==> src/rtl/const_time_mult_pkg.sv <==
`default_nettype none
// ============================================================================
//  Module   : const_time_mult_pkg
//  Purpose  : Shared definitions for the constant-time multiplier: the
//             control FSM state encoding and the iteration-counter width.
//  Contents : state_t    - FSM state type (IDLE, ITER, DONE)
//             cnt_width  - counter width needed to count 0..w-1
//  Revision : 1.0 - initial release
// ============================================================================
package const_time_mult_pkg;

  typedef enum logic [1:0] {
    IDLE = 2'd0,
    ITER = 2'd1,
    DONE = 2'd2
  } state_t;

  // Bits needed for a counter that runs 0..w-1 (never less than one bit).
  function automatic int cnt_width(input int w);
    return (w <= 2) ? 1 : $clog2(w);
  endfunction

endpackage : const_time_mult_pkg
`default_nettype wire

==> src/rtl/const_time_mult_dpath.sv <==
`default_nettype none
// ============================================================================
//  Module   : const_time_mult_dpath
//  Purpose  : Shift-add datapath for the constant-time multiplier. Holds the
//             operand registers and the 2*WIDTH+1 bit running sum. Every step
//             evaluates the adder; the current multiplier bit only steers a
//             mux, so timing and activity pattern are operand independent.
//  Ports    : clk, rst        - clock, asynchronous active-high reset
//             load            - capture operands, clear running sum
//             step            - perform one iteration (one multiplier bit)
//             last            - current step handles the multiplier MSB
//             a_in, b_in      - multiplier / multiplicand
//             is_signed       - two's-complement mode (CT_MULT_SIGNED_EN only)
//             sum_next        - low 2*WIDTH bits of the next running sum
//  Config   : CT_MULT_SIGNED_EN enables the signed mode.
//  Revision : 1.0 - initial release
// ============================================================================
module const_time_mult_dpath #(
  parameter int WIDTH = 8
) (
  input  logic               clk,
  input  logic               rst,
  input  logic               load,
  input  logic               step,
  input  logic               last,
  input  logic [WIDTH-1:0]   a_in,
  input  logic [WIDTH-1:0]   b_in,
`ifdef CT_MULT_SIGNED_EN
  input  logic               is_signed,
`endif
  output logic [2*WIDTH-1:0] sum_next
);

  logic [WIDTH-1:0]   a_sh;     // multiplier, shifted right each step
  logic [WIDTH-1:0]   b_reg;    // multiplicand
  logic [2*WIDTH:0]   acc;      // running sum, extra top bit holds the carry

  logic [WIDTH:0]     b_ext;
  logic               sub;
  logic               fill;
  logic [WIDTH:0]     addend;
  logic [WIDTH:0]     add_res;
  logic [WIDTH:0]     hi_sel;
  logic [2*WIDTH:0]   acc_nxt;

`ifdef CT_MULT_SIGNED_EN
  logic               sgn_mode;

  // The multiplier MSB carries weight -2^(WIDTH-1) in signed mode, so the
  // final step subtracts; the upper sum is a signed WIDTH+1 bit value and
  // shifts arithmetically.
  always_comb begin
    b_ext = {sgn_mode & b_reg[WIDTH-1], b_reg};
    sub   = sgn_mode & last;
  end
`else
  always_comb begin
    b_ext = {1'b0, b_reg};
    sub   = 1'b0;
  end
`endif

  // Adder/subtractor is always exercised; subtraction is add of the
  // one's complement plus one.
  always_comb begin
    addend  = b_ext ^ {(WIDTH+1){sub}};
    add_res = acc[2*WIDTH:WIDTH] + addend + {{WIDTH{1'b0}}, sub};
    hi_sel  = a_sh[0] ? add_res : acc[2*WIDTH:WIDTH];
`ifdef CT_MULT_SIGNED_EN
    fill    = sgn_mode & hi_sel[WIDTH];
`else
    fill    = 1'b0;
`endif
    acc_nxt  = {fill, hi_sel, acc[WIDTH-1:1]};
    sum_next = acc_nxt[2*WIDTH-1:0];
  end

  always_ff @(posedge clk or posedge rst) begin
    if (rst) begin
      a_sh     <= '0;
      b_reg    <= '0;
      acc      <= '0;
`ifdef CT_MULT_SIGNED_EN
      sgn_mode <= 1'b0;
`endif
    end else if (load) begin
      a_sh     <= a_in;
      b_reg    <= b_in;
      acc      <= '0;
`ifdef CT_MULT_SIGNED_EN
      sgn_mode <= is_signed;
`endif
    end else if (step) begin
      acc      <= acc_nxt;
      a_sh     <= a_sh >> 1;
    end
  end

endmodule : const_time_mult_dpath
`default_nettype wire

==> src/rtl/const_time_mult.sv <==
`default_nettype none
// ============================================================================
//  Module   : const_time_mult
//  Purpose  : Constant-time sequential multiplier. An accepted start runs
//             exactly WIDTH iteration cycles (one multiplier bit each, LSB
//             first) regardless of operand values, then presents the
//             2*WIDTH bit product with a one-cycle productDone pulse.
//  Ports    : clk          - clock, rising edge
//             rst          - asynchronous active-high reset
//             start        - begin a multiply (accepted when ready=1)
//             multiplier   - operand A
//             multiplicand - operand B
//             is_signed    - two's-complement mode (CT_MULT_SIGNED_EN only)
//             ready        - start will be accepted
//             busy         - iterating
//             product      - result register, held until the next result
//             productDone  - single-cycle result-valid pulse
//  Config   : define CT_MULT_SIGNED_EN to add the signed mode.
//  Revision : 1.0 - initial release
// ============================================================================
module const_time_mult
  import const_time_mult_pkg::*;
#(
  parameter int WIDTH = 8
) (
  input  logic               clk,
  input  logic               rst,
  input  logic               start,
  input  logic [WIDTH-1:0]   multiplier,
  input  logic [WIDTH-1:0]   multiplicand,
`ifdef CT_MULT_SIGNED_EN
  input  logic               is_signed,
`endif
  output logic               ready,
  output logic               busy,
  output logic [2*WIDTH-1:0] product,
  output logic               productDone
);

  localparam int CNT_W = cnt_width(WIDTH);
  localparam logic [CNT_W-1:0] CNT_LAST = CNT_W'(WIDTH-1);

  state_t               state;
  logic [CNT_W-1:0]     cnt;
  logic                 accept;
  logic                 last;
  logic [2*WIDTH-1:0]   sum_next;

  // ready is registered and is high exactly in IDLE and DONE.
  assign accept = ready & start;
  assign last   = (cnt == CNT_LAST);

  const_time_mult_dpath #(
    .WIDTH (WIDTH)
  ) u_dpath (
    .clk       (clk),
    .rst       (rst),
    .load      (accept),
    .step      (busy),
    .last      (last),
    .a_in      (multiplier),
    .b_in      (multiplicand),
`ifdef CT_MULT_SIGNED_EN
    .is_signed (is_signed),
`endif
    .sum_next  (sum_next)
  );

  always_ff @(posedge clk or posedge rst) begin
    if (rst) begin
      state       <= IDLE;
      cnt         <= '0;
      ready       <= 1'b1;
      busy        <= 1'b0;
      product     <= '0;
      productDone <= 1'b0;
    end else begin
      case (state)
        IDLE, DONE: begin
          productDone <= 1'b0;
          if (start) begin
            state <= ITER;
            cnt   <= '0;
            ready <= 1'b0;
            busy  <= 1'b1;
          end else begin
            state <= IDLE;
          end
        end
        ITER: begin
          // Cycle count depends only on the counter, never on operands.
          if (last) begin
            state       <= DONE;
            cnt         <= '0;
            product     <= sum_next;
            productDone <= 1'b1;
            ready       <= 1'b1;
            busy        <= 1'b0;
          end else begin
            cnt <= cnt + 1'b1;
          end
        end
        default: begin
          state       <= IDLE;
          cnt         <= '0;
          ready       <= 1'b1;
          busy        <= 1'b0;
          productDone <= 1'b0;
        end
      endcase
    end
  end

endmodule : const_time_mult
`default_nettype wire
==> config.mk <==
export PLATFORM = sky130hd
export DESIGN_NAME = const_time_mult
export DESIGN_NICKNAME = d
export VERILOG_FILES = /design/src/rtl/const_time_mult_pkg.sv /design/src/rtl/const_time_mult_dpath.sv /design/src/rtl/const_time_mult.sv
export SDC_FILE = /design/constraint.sdc
export NUM_CORES = 1
export LEC_CHECK = 0
export CORE_MARGIN = 4
export CORE_UTILIZATION = 40
export CTS_CLUSTER_DIAMETER = 120
export CTS_CLUSTER_SIZE = 28
export DETAILED_ROUTE_END_ITERATION = 12
export PLACE_DENSITY = 0.62
export SLEW_MARGIN = 10
export SYNTH_ARGS = -nofsm -noshare
export SYNTH_HDL_FRONTEND = slang
export SYNTH_HIERARCHICAL = 1
export SYNTH_SLANG_ARGS = --single-unit
==> constraint.sdc <==
create_clock -name clk -period 3.3 [get_ports clk]
set_clock_uncertainty 0.15 [all_clocks]
set_input_delay 0.66 -clock clk [delete_from_list [all_inputs] [get_ports clk]]
set_output_delay 0.66 -clock clk [all_outputs]
set_load 0.02 [all_outputs]
==> results.toml <==
[status]
status = "finished clean"

[logic_synthesis]
syn_area_sq_um = 2740
seq_area_frac_synth_pct = 50.3
syn-num-nets = 255
async_reset_ff_share_pct = 100
synth_edf_count = 0
synth_top_area_cell = "dfrtp_1"
synth_cells = 225
ys_ff_latch = 55
ys_types = 41
synth.avg_cell_area_sq_um = 12.2
yosys-top-cells-area = "dfrtp_1 49%, mux2_2 8.6%, mux2i_1 5.9%"
ys.warnings.count = 6
synth_ff_type = "dfrtp_1"
yosysTopAreaCellShare_pct = 49.4

[hold_path]
hold_path_class = "reg2reg"
hp-start = "ready"

[grt]
met3_usage_pct = 3.08
grt_usage_pct = 12.7
antenna_found_initial = 0
use_met2_pct = 21.2
met1_usage_pct = 15.8
overflow = 0
grt_pass1_wl_um = 8410
grt-busiest-layer = "met2"
grt_max_degree = 41
first_global_vias = 1783

[worst_setup_path]
critPathKind = "reg2reg"
crit_chain = "ha_1 -> fa_1 -> a21o_1 -> a221oi_2 -> xnor2_1 -> mux2_4 -> mux2_4"
r2r_setup_slack_ps = 850
worstReg2RegEnd = "product[13]"
cp_top_family = "adder cells"
cp_num_cells = 7
setup.worst_path.start = "u_dpath/acc[8]"
cpMaxStageDelayCell = "dfrtp_1"
path_buf_inv = 0
endpoint_kind = "flip-flop"
ff2ff_path_depth = 7
crit_top_cell = "mux2_4"
cp_max_fo = 3
endpoint = "product[13]"
worstPathArrival_ps = 2510
crit_required_ps = 3360
critPathLaunchType = "flip-flop"
slowest_delay_ps = 410
r2r-start = "u_dpath/acc[8]"

[die]
io-pin-count = 38
start_util_pct = 42.1
die_w_um = 90.7
rows = 29
dieArea_sq_um = 8230
coreArea_sq_um = 6490
fp.dieH_um = 90.7

[power_and_ir_drop]
powerDensity_nw_per_um2 = 907
p_sw_share_pct = 37.5
pwr-share-comb_pct = 48.1
power_frac_seq_pct = 38.4
vdd_drop_max_v = 0.000467
p_clk_share_pct = 13.6
p_switching_mw = 1.09
internal-power_mw = 1.81
leakagePower_nw = 1.51

[detailed_routing]
wl_um = 4920
postRouteAntennaNets = 0
drtIter0Drc = 54
viasPerCell = 5.05
num_vias = 1681
drt-pass1-iter-count = 4
drc = 0
wire_per_inst_um = 14.8

[clock_network]
path_clk_slew_ps = 110
post_cts_buffers = 0
cts_resized = 0
cts_hold_buf = 0
cts_max_path_buffers = 2
numCtsBuffers = 5
clock_latency_ps = 310
cts-htree-levels = 2
cts_tree = "built"
cts_root_buffer = "clkbuf_8"
clock_sinks = 55

[layout]
regMostFlops = "product"
nets = 285
largest_reg_flops = 16
final_common_cell = "dfrtp_1"
syn_to_final_growth_pct = 16.7
post-route-util_pct = 49.2
nFillCells = 588
layout-drive-gt1-share_pct = 18.4
antenna_cells = 0
reg_top3 = "product: 16 flops, u_dpath/acc: 15 flops"
layout_common_cells = "54 x dfrtp_1, 37 x clkdlybuf4s50_1, 28 x nor2_1"
final_area_sq_um = 3190

[placement]
io_buffers = 37
place_area_sq_um = 3100
hpwlAfterDp_um = 3420
gp_congestion = 0.774

[timing]
min_period_ps = 2450
hold_slack_ps = 350
finalHoldViolations = 0
fmax_mhz = 408
setup_tns_ps = 0
slew_headroom_pct = 37.8
worst_pin_slew_ps = 931
maxSlewViolCount = 0
rsz0062_at_grt = "false"
finalSetupViolCount = 0
post-route-period-util_pct = 74.2

[job]
max-cap-violations = 0
[cells in the mapped netlist (5+ instances only)]
library cell	n
a21oi_1	5
mux2_4	10
dfrtp_1	54
mux2i_1	16
clkbuf_1	5
buf_4	7
mux2_2	21
o21ai_0	11
o21a_1	6
ha_1	10
nand2_1	9
nor2_1	28
[per-layer routing]
| metal | routed length [um] | vias to the layer above |
|---|---|---|
| met1 | 2410 | 810 |
| met3 | 149 | 8 |
| met2 | 2270 | 29 |
| li1 | - | 834 |
| met4 | 95 | 0 |
| met5 | 0 | - |
[worst min path at each step]
stage | endpoint | cells past startpoint
finish | ready | 2
global route | ready | 2
detailed placement | ready | 2
global placement | productDone | 1
floorplan | cnt[1] | 1
CTS | ready | 2
[layout make-up]
class / count / area (sq um) / share of cell area, %
multi-input combinational: 148 / 1210 / 37.9
clock inverter: 3 / 25.0 / 0.784
timing repair buffer: 41 / 400 / 12.5
inverter: 4 / 15.0 / 0.470
sequential: 55 / 1380 / 43.1
clock buffer: 5 / 68.8 / 2.16
tap: 77 / 96.3 / 3.02
[worst min-delay path: cells and delay by family, from the launching register on]
kind,cells,cell delay [ps]
buf+inv,1,40
flops,1,400
compound gates,1,60
[metrics by stage]
stage | cells | worst slack [ps] | total power, mW
after floorplan | 225 | 1000 | 2.18
after global placement | 325 | 918 | 2.50
after detailed placement | 325 | 885 | 2.53
after CTS | 333 | 881 | 2.93
after global routing | 333 | 778 | 3.12
final | 333 | 851 | 2.90
[kinds of logic after synthesis]
family,count (synthesis),synth area share [%]
AOI/OAI and AO/OA,35,8.78
xor gates and xnor gates,5,1.60
adders and majority gates,11,5.30
buffers and inverters,22,5.44
DFF,55,50.3
muxes,47,20.0
and+or+nand+nor,50,8.55
[power by group through the flow]
stage	Clock [mW]	Combinational, mW	Sequential [mW]
2_1_floorplan	0	1.01	1.17
3_3_place_gp	0	1.38	1.12
3_5_place_dp	0	1.40	1.13
4_1_cts	0.406	1.41	1.12
5_1_grt	0.428	1.55	1.15
6_report	0.393	1.39	1.11
(Power assumes the default switching activity.)
